===== src/rtl/lc3_control_fsm.sv =====
// lc3_control_fsm: Moore LC-3 fetch/decode/execute sequencer; inputs clk, reset, Run, Continue, Opcode, IR_5, IR_11, BEN; outputs datapath gates, loads, mux selects and active-low SRAM strobes
module lc3_control_fsm #(
  parameter int MEM_WAIT = 2
) (
  input  logic       clk,
  input  logic       reset,
  input  logic       Run,
  input  logic       Continue,
  input  logic [3:0] Opcode,
  input  logic       IR_5,
  input  logic       IR_11,
  input  logic       BEN,
  output logic       GateMARMUX,
  output logic       GateMDR,
  output logic       GateALU,
  output logic       GatePC,
  output logic       LD_REG,
  output logic       LD_BEN,
  output logic       LD_CC,
  output logic       LD_IR,
  output logic       LD_MAR,
  output logic       LD_MDR,
  output logic       LD_PC,
  output logic       LD_LED,
  output logic       MARMUX,
  output logic       ADDR1MUX,
  output logic       MIO_EN,
  output logic [1:0] PCMUX,
  output logic [1:0] DRMUX,
  output logic [1:0] ADDR2MUX,
  output logic [1:0] SR1MUX,
  output logic [1:0] ALUK,
  output logic       Mem_CE,
  output logic       Mem_OE,
  output logic       Mem_WE
);
  typedef enum logic [4:0] {
    HALTED, F1, F2, F3, DEC, EX_ADD, EX_AND, EX_NOT, BR1, BR2, JMP,
    J1, J2, J3, L1, L2, L3, S1, S2, S3, P1, P2
  } state_t;
  state_t state, next;
  logic [3:0] cnt;
  logic mem_done, waiting, unused;
  assign unused = IR_5;
  assign waiting = state == F2 || state == L2 || state == S3;
  assign mem_done = cnt == 4'(MEM_WAIT - 1);
  always_ff @(posedge clk) begin
    if (reset) begin
      state <= HALTED;
      cnt <= '0;
    end else begin
      state <= next;
      cnt <= (waiting && next == state) ? cnt + 4'd1 : 4'd0;
    end
  end
  always_comb begin
    next = state;
    case (state)
      HALTED: next = Run ? F1 : HALTED;
      F1: next = F2;
      F2: next = mem_done ? F3 : F2;
      F3: next = DEC;
      DEC:
        case (Opcode)
          4'b0001: next = EX_ADD;
          4'b0101: next = EX_AND;
          4'b1001: next = EX_NOT;
          4'b0000: next = BR1;
          4'b1100: next = JMP;
          4'b0100: next = J1;
          4'b0110: next = L1;
          4'b0111: next = S1;
          4'b1101: next = P1;
          default: next = F1;
        endcase
      BR1: next = BEN ? BR2 : F1;
      J1: next = IR_11 ? J2 : J3;
      L1: next = L2;
      L2: next = mem_done ? L3 : L2;
      S1: next = S2;
      S2: next = S3;
      S3: next = mem_done ? F1 : S3;
      P1: next = Continue ? P2 : P1;
      P2: next = Continue ? P2 : F1;
      default: next = F1;
    endcase
  end
  always_comb begin
    GateMARMUX = 1'b0;
    GateMDR = 1'b0;
    GateALU = 1'b0;
    GatePC = 1'b0;
    LD_REG = 1'b0;
    LD_BEN = 1'b0;
    LD_CC = 1'b0;
    LD_IR = 1'b0;
    LD_MAR = 1'b0;
    LD_MDR = 1'b0;
    LD_PC = 1'b0;
    LD_LED = 1'b0;
    MARMUX = 1'b0;
    ADDR1MUX = 1'b0;
    MIO_EN = 1'b0;
    PCMUX = 2'b00;
    DRMUX = 2'b00;
    ADDR2MUX = 2'b00;
    SR1MUX = 2'b00;
    ALUK = 2'b00;
    Mem_CE = 1'b1;
    Mem_OE = 1'b1;
    Mem_WE = 1'b1;
    case (state)
      F1: begin
        GatePC = 1'b1;
        LD_MAR = 1'b1;
        LD_PC = 1'b1;
      end
      F2, L2: begin
        Mem_CE = 1'b0;
        Mem_OE = 1'b0;
        MIO_EN = 1'b1;
        LD_MDR = 1'b1;
      end
      F3: begin
        GateMDR = 1'b1;
        LD_IR = 1'b1;
      end
      DEC: LD_BEN = 1'b1;
      EX_ADD, EX_AND, EX_NOT: begin
        SR1MUX = 2'b01;
        GateALU = 1'b1;
        ALUK = state == EX_ADD ? 2'b00 : state == EX_AND ? 2'b01 : 2'b10;
        LD_REG = 1'b1;
        LD_CC = 1'b1;
      end
      BR2: begin
        ADDR2MUX = 2'b10;
        PCMUX = 2'b10;
        LD_PC = 1'b1;
      end
      JMP, J3: begin
        SR1MUX = 2'b01;
        ADDR1MUX = 1'b1;
        PCMUX = 2'b10;
        LD_PC = 1'b1;
      end
      J1: begin
        GatePC = 1'b1;
        DRMUX = 2'b01;
        LD_REG = 1'b1;
      end
      J2: begin
        ADDR2MUX = 2'b11;
        PCMUX = 2'b10;
        LD_PC = 1'b1;
      end
      L1, S1: begin
        SR1MUX = 2'b01;
        ADDR1MUX = 1'b1;
        ADDR2MUX = 2'b01;
        MARMUX = 1'b1;
        GateMARMUX = 1'b1;
        LD_MAR = 1'b1;
      end
      L3: begin
        GateMDR = 1'b1;
        LD_REG = 1'b1;
        LD_CC = 1'b1;
      end
      S2: begin
        ALUK = 2'b11;
        GateALU = 1'b1;
        LD_MDR = 1'b1;
      end
      S3: begin
        Mem_CE = 1'b0;
        Mem_WE = 1'b0;
      end
      P1: LD_LED = 1'b1;
      default: ;
    endcase
  end
endmodule


===== config.mk =====
export PLATFORM = sky130hd
export DESIGN_NAME = lc3_control_fsm
export DESIGN_NICKNAME = d
export VERILOG_FILES = /design/src/rtl/lc3_control_fsm.sv
export SDC_FILE = /design/constraint.sdc
export NUM_CORES = 1
export LEC_CHECK = 0
export ABC_AREA = 1
export BUFFER_PORTS_ARGS = -buffer_cell sky130_fd_sc_hd__buf_2
export CAP_MARGIN = 20
export CORE_UTILIZATION = 50
export DETAILED_ROUTE_END_ITERATION = 16
export PLACE_DENSITY = 0.78
export SLEW_MARGIN = 20
export SYNTH_ARGS = -nofsm -noshare
export SYNTH_HDL_FRONTEND = slang
export SYNTH_SLANG_ARGS = --single-unit

===== constraint.sdc =====
create_clock -name clk -period 1.7 [get_ports clk]
set_input_delay 0 -clock clk [delete_from_list [all_inputs] [get_ports clk]]
set_output_delay 0 -clock clk [all_outputs]
set_load 0.02 [all_outputs]

==> impl_results.md, run 1 <==
- Number of flops mapped to enable cells by yosys: 0
- Nets: 259
- Buffers on Ports: 34
- Seq cells post-synth: 9
- Area Growth Syn to Fin: 30.4%
- Worst path cell trace: inv_2, ha_4, inv_2, nor3_4, nor2_4, nor2_1, nand2_1, nor2_2, nand4_1, nand2_1, nand3_2, nor2_1
- Final WL: 2.94 mm
- Max FO, Critical Path: 4
- Initial antenna violation count: 0
- Syn avg cell area: 6.19 um^2
- Share of cells above drive strength 1: 39.3%
- Post-synthesis compound-gate area fraction: 9.57%
- Total negative slack: 0 ps
- HPWL after DPL: 2.38 mm
- Post-synth top cells: nand2_1, inv_1, nand3_1, nor2_1, nor2_2
- Hold slack: 123 ps
- Crit path setup slack, layout: 26.5 ps
- CTS sink count: 9
- Ant. Diodes: 0
- Top cell type's share of synthesized area: 15.3%
- Chip Width: 50.5 um
- Adder-Cell Fraction of Synth Area: 8.51%
- Clock Latency Late Sink: 280 ps
- Routed Antenna Nets: 0
- Critical path startpoint category: register
- Final hold vios: 0
- Root buf cell: clkbuf_4
- CTS tree: yes
- Number of global-route vias before repair: 1175
- Library cells used by synthesis: 26
- Crit end category: register
- Layout fillers: 205
- Hold Crit Class: input port to register
- Global-route wire length before repair: 4.68 mm
- Die area: 0.00255 mm^2
- Remaining DRCs: 0
- H-tree Lvls: 1
- Largest net degree at the start of global routing: 10
- Xor and xnor fraction of the mapped netlist area: 1.49%
- Simple-Gate Fraction of Synth Area: 51.8%
- Most common cell in the synthesized netlist: nand2_1
- Final Setup Violations: 0
- Pre-CTS setup slack: -68.3 ps
- Clock Pin Slew Worst Setup and Hold Paths: 60 ps
- Die Y-Extent: 50.5 um
- Post-layout util: 69.3%
- Crit path max-delay cell type: dfxtp_2
- Post-DR vias/cell: 5.19
- Seq/Total Area, Yosys: 15.3%
- RD Place Congestion: 0.944
- Mapped Area: 0.00118 mm^2
- Outcome: complete, no violations
- FP Rows: 17
- Pwr dens: 433 mW/mm^2
- Core ar.: 0.00221 mm^2
- Via count: 1385
- Ys async rst share: 0%
- Max VDD drop: 0.383 mV
- Congestion Overflow GR: 0
- Fin Clk Skew: 11.1 ps
- Mux cell area share after synthesis: 0%
- R2R Setup Slk: 30 ps
- LEAKAGE: 0.917 nW
- Largest family of logic cells by synthesized area: simple AND/OR/NAND/NOR gates
- RSZ-0062 raised after global routing: yes
- CP peak stage delay: 320 ps
- Ys Warns: 0
- Initial drt markers: 35
- Cells after synthesis: 190
- WS Path Type: register to register
- Synth area leaders: dfxtp_1, nand2_1, ha_1
- Synth area leader: dfxtp_1
- Initial Util: 53.2%
- CP bufs+invs: 2
- Crit-path leading delay family: simple AND/OR/NAND/NOR gates
- Overall power: 0.000664 W
- Crit share post-route: 98.4%
- Max Slew Vio Count: 0
- Main flop type after synthesis: dfxtp_1
- WL/cell: 11.0 um
- Io pins: 39
- Clock buffer count from CTS: 3
- WP data arrival: 1880 ps
- Pre-Repair DR Iteration Count: 4
- Total track usage: 24.2%
- Max Cap Viol: 0
- Peak Freq: 0.598 GHz
- Fin crit period: 1670 ps
- Clock tree buffer depth: 2
- Required time worst endpoint: 1910 ps
[power breakdown]
| part | leakage (nW) | switching, W | internal [W] |
|---|---|---|---|
| clock | 0.0150 | 0.0000864 | 0.0000909 |
| combinational | 0.827 | 0.000162 | 0.0000939 |
| sequential | 0.0753 | 0.0000121 | 0.000219 |
[final timing paths]
path,start,end,cells past startpoint
worst max register to register,cnt[1],cnt[3],12
worst min-delay path,BEN,state[3],3
worst min register to register,cnt[0],cnt[0],2
worst max-delay path,cnt[1],cnt[3],12
[cells by family (layout without fill, tap and decap cells)]
family / after synthesis / in the layout
AOI/OAI and AO/OA: 20 / 20
adders and majority gates: 8 / 8
DFF: 9 / 9
other: 1 / 3
buffers and inverters: 34 / 81
and+or+nand+nor: 116 / 116
xor gates and xnor gates: 2 / 2
[cell usage in the layout (no fill, tap or decap)]
cell,netlist,layout
nand2_1,46,46
buf_2,0,34
inv_1,21,19
nand3_1,17,17
nor2_1,17,16
buf_4,6,13
nor2_2,10,10
nand4_1,8,8
inv_2,5,7
ha_1,8,7
a31oi_1,6,6
o21ai_0,6,6
nor2_4,4,5
nand2_2,5,5
a21oi_1,6,5
dfxtp_2,0,5
dfxtp_1,9,4
nand2_4,3,3
nand3_2,3,3
conb_1,1,3
clkbuf_4,0,3
o211ai_1,2,2
inv_4,1,1
nor2_8,1,1
nor3_1,1,1
xnor2_1,1,1
nor3_4,0,1
clkinv_1,1,1
a21oi_2,0,1
xor2_1,1,1
ha_4,0,1
clkbuf_1,0,1
dlygate4sd3_1,0,1
buf_12,0,1
[cell type report]
type | count | area (um^2) | share of cell area, %
timing repair buffer | 49 | 298 | 19.4
sequential | 9 | 186 | 12.2
clock buffer | 4 | 26.3 | 1.71
tap | 28 | 35.0 | 2.28
multi-input combinational | 149 | 881 | 57.4
inverter | 28 | 108 | 7.01
[metrics by stage]
stage	area [um^2]	instances
floorplan	1180	192
global placement	1450	261
detailed placement	1450	261
CTS	1500	266
global route	1530	267
finish	1530	267
[registers in the layout, summed over array words and instances (netlist names)]
register,flops
state,5
cnt,4
[worst min-delay path, cell delays in order]
cell,delay (ps)
buf_2,100
nand4_1,140
a31oi_1,100
[timing repair]
action / in CTS / in global routing
endpoints found under the setup margin: 4 / 10
buffers inserted: 0 / 1
resized for setup: 1 / 12
pin swaps: 0 / 15
endpoints found under the hold margin: 5 / 0
hold buffers: 1 / 0
[layer usage]
metal / share of wire [%] / global-route usage, %
met5: 0 / 0
met4: 2.5 / 9.26
met3: 6.6 / 5.45
met2: 49 / 42.9
met1: 42 / 27.9
No activity file was read; power rests on OpenSTA's default activity.
==> run 2, diff against run 1 <==
--- a/config.mk
+++ b/config.mk
@@ -9,6 +9,7 @@
 export BUFFER_PORTS_ARGS = -buffer_cell sky130_fd_sc_hd__buf_2
 export CAP_MARGIN = 20
 export CORE_UTILIZATION = 50
+export CTS_CLUSTER_SIZE = 16
 export DETAILED_ROUTE_END_ITERATION = 16
 export PLACE_DENSITY = 0.78
 export SLEW_MARGIN = 20
==> constraint.sdc (replaced) <==
create_clock -name clk -period 1.7 [get_ports clk]
set_input_delay 0.425 -clock clk [delete_from_list [all_inputs] [get_ports clk]]
set_output_delay 0.425 -clock clk [all_outputs]
set_load 0.02 [all_outputs]
==> run 2 against run 1 <==
The flow now finishes with violations (setup timing); final area grew 29%; critical endpoint is now PCMUX[1]; final cell count increased by 9.4%; combinational power increased by 43%; sequential power grew 3%; first-iteration DRC count increased to 3.6 times the previous value; global-route usage up 7.1 points; via count grew 32%; worst setup slack worse by 370 ps; register-to-register slack lost 240 ps; hold slack better by 280 ps; critical path type is now register to output pin.
==> impl_results.md, run 2 (same netlist as run 1, synthesis figures left out) <==
- HPWL after DPL: 2.44 mm
- Max VDD drop: 0.462 mV
- Ant. Diodes: 0
- Crit path setup slack, layout: -348 ps
- RSZ-0062 raised after global routing: yes
- Number of global-route vias before repair: 1453
- H-tree Lvls: 1
- R2R Setup Slk: -210 ps
- FP Rows: 17
- Overall power: 0.000773 W
- Chip Width: 50.5 um
- Psw: 0.000320 W
- FF-to-FF Start: state[1]
- Share of cells above drive strength 1: 54.2%
- Root buf cell: clkbuf_4
- Critical path startpoint: state[1]
- Post-layout util: 89.7%
- Remaining DRCs: 0
- Layout fillers: 79
- WP data arrival: 1620 ps
- Biggest register: state
- Required time worst endpoint: 1270 ps
- Biggest regs: state (5), cnt (4)
- Clock Latency Late Sink: 260 ps
- Post-Place Cell Area: 0.00151 mm^2
- LEAKAGE: 1.12 nW
- Clock buffer count from CTS: 3
- Total track usage: 31.3%
- Max Cap Viol: 0
- Design area: 0.00198 mm^2
- Clock power share: 21.6%
- Pre-Repair DR Iteration Count: 6
- Worst Reg-to-Reg Cells: 13
- Worst Hold Launch: reset
- Failing checks: setup timing
- RR Endpoint: cnt[3]
- Critical path startpoint category: register
- Total negative slack: -4870 ps
- WS Path Type: register to output pin
- Reg power frac: 30.9%
- Final Setup Violations: 30
- Initial drt markers: 126
- Core ar.: 0.00221 mm^2
- Buffers on Ports: 34
- Most frequent cells in the layout: buf_4, nand2_1, inv_1, nor2_4, nand3_1
- Clock tree buffer depth: 2
- Hold slack: 406 ps
- CP Capture Point: PCMUX[1]
- Outcome: complete, but fails checks
- Final WL: 5.66 mm
- Initial Util: 53.2%
- Register area: 199 um^2
- Crit end category: output pin
- Die area: 0.00255 mm^2
- Sw frac: 41.4%
- Congestion Overflow GR: 0
- Initial antenna violation count: 0
- Routed Antenna Nets: 0
- Peak Freq: 0.488 GHz
- Largest net degree at the start of global routing: 9
- Hold Crit Class: input port to register
- Io pins: 39
- Post-DR vias/cell: 6.27
- Global-route wire length before repair: 6.06 mm
- Max Slew Vio Count: 0
- Max reg flops: 5
- Leading cell type in the layout, fill and taps excluded: buf_4
- Pwr dens: 389 mW/mm^2
- Max FO, Critical Path: 5
- Fin Clk Skew: 8.71 ps
- RD Place Congestion: 0.898
- Via count: 1830
- Die Y-Extent: 50.5 um
- Nets: 284
- Multi-input gate area: 0.00103 mm^2
- Combinational power share: 47.5%
- Final hold vios: 0
- Area Growth Syn to Fin: 68.7%
- WL/cell: 19.4 um
- CTS sink count: 9
- Clock Pin Slew Worst Setup and Hold Paths: 70 ps
- Crit share post-route: 120%
- CTS tree: yes
- Hold Buf Count CTS: 0
- Cell Int Power: 0.000453 W
- Fin crit period: 2050 ps
## run 2: changes by cell type in the layout (fill, tap and decap cells not counted), moves of 4 or more
cell	change
buf_4	+37
buf_2	-23
buf_6	+13
nor2_4	+10
nand2_1	-9
nor2_1	-6
dfxtp_2	-5
dfxtp_4	+5
inv_4	+5
nand2_4	+5
nor2_2	-4
## run 2: repair_timing
item | 4_1_cts | 5_1_grt
resized for setup | 66 | 37
endpoints found under the setup margin | 29 | 29
pin swaps | 10 | 7
cloned | 0 | 0
buffers inserted | 9 | 11
## run 2: how the worst min path moves through the flow
stage / to / slack (ps) / cells past startpoint
global placement: cnt[0] / 510 / 2
finish: state[2] / 410 / 2
detailed placement: cnt[0] / 520 / 2
CTS: state[4] / 390 / 2
floorplan: cnt[0] / 430 / 1
global route: state[2] / 400 / 2
## run 2: final cells by class
| type | count | share of cell area [%] |
|---|---|---|
| tap | 28 | 1.77 |
| clock buffer | 4 | 1.32 |
| inverter | 28 | 6.05 |
| sequential | 9 | 10.0 |
| multi-input combinational | 149 | 51.8 |
| timing repair buffer | 74 | 29.1 |
## run 2: critical path, cell delays in order (launching register included)
cell     delay, ps
dfxtp_4        380
buf_6          140
nor2_4         180
nand4_1        280
nand3_1        240
buf_6          140
## run 2: per-layer routing
| metal | part of all wire [%] | global-route usage, % | up-vias | wire [um] |
|---|---|---|---|---|
| met2 | 47 | 54.9 | 200 | 2640 |
| met1 | 33 | 32.2 | 801 | 1880 |
| met3 | 12 | 8.18 | 67 | 657 |
| met4 | 8.7 | 21.3 | 0 | 493 |
| met5 | 0 | 0 | - | 0 |
| li1 | - | - | 762 | - |
## run 2: metrics by stage
step	instances	setup WS (ps)
3_5_place_dp	269	-110
4_1_cts	281	-121
6_report	292	-348
2_1_floorplan	192	33.0
5_1_grt	292	-334
3_3_place_gp	269	-92.5
## run 2: power groups by stage
stage | sequential (W) | clock (W) | combinational [W]
CTS | 0.000233 | 0.000167 | 0.000307
global placement | 0.000230 | 0 | 0.000267
finish | 0.000239 | 0.000167 | 0.000367
global route | 0.000239 | 0.000178 | 0.000386
detailed placement | 0.000231 | 0 | 0.000270
floorplan | 0.000231 | 0 | 0.000182
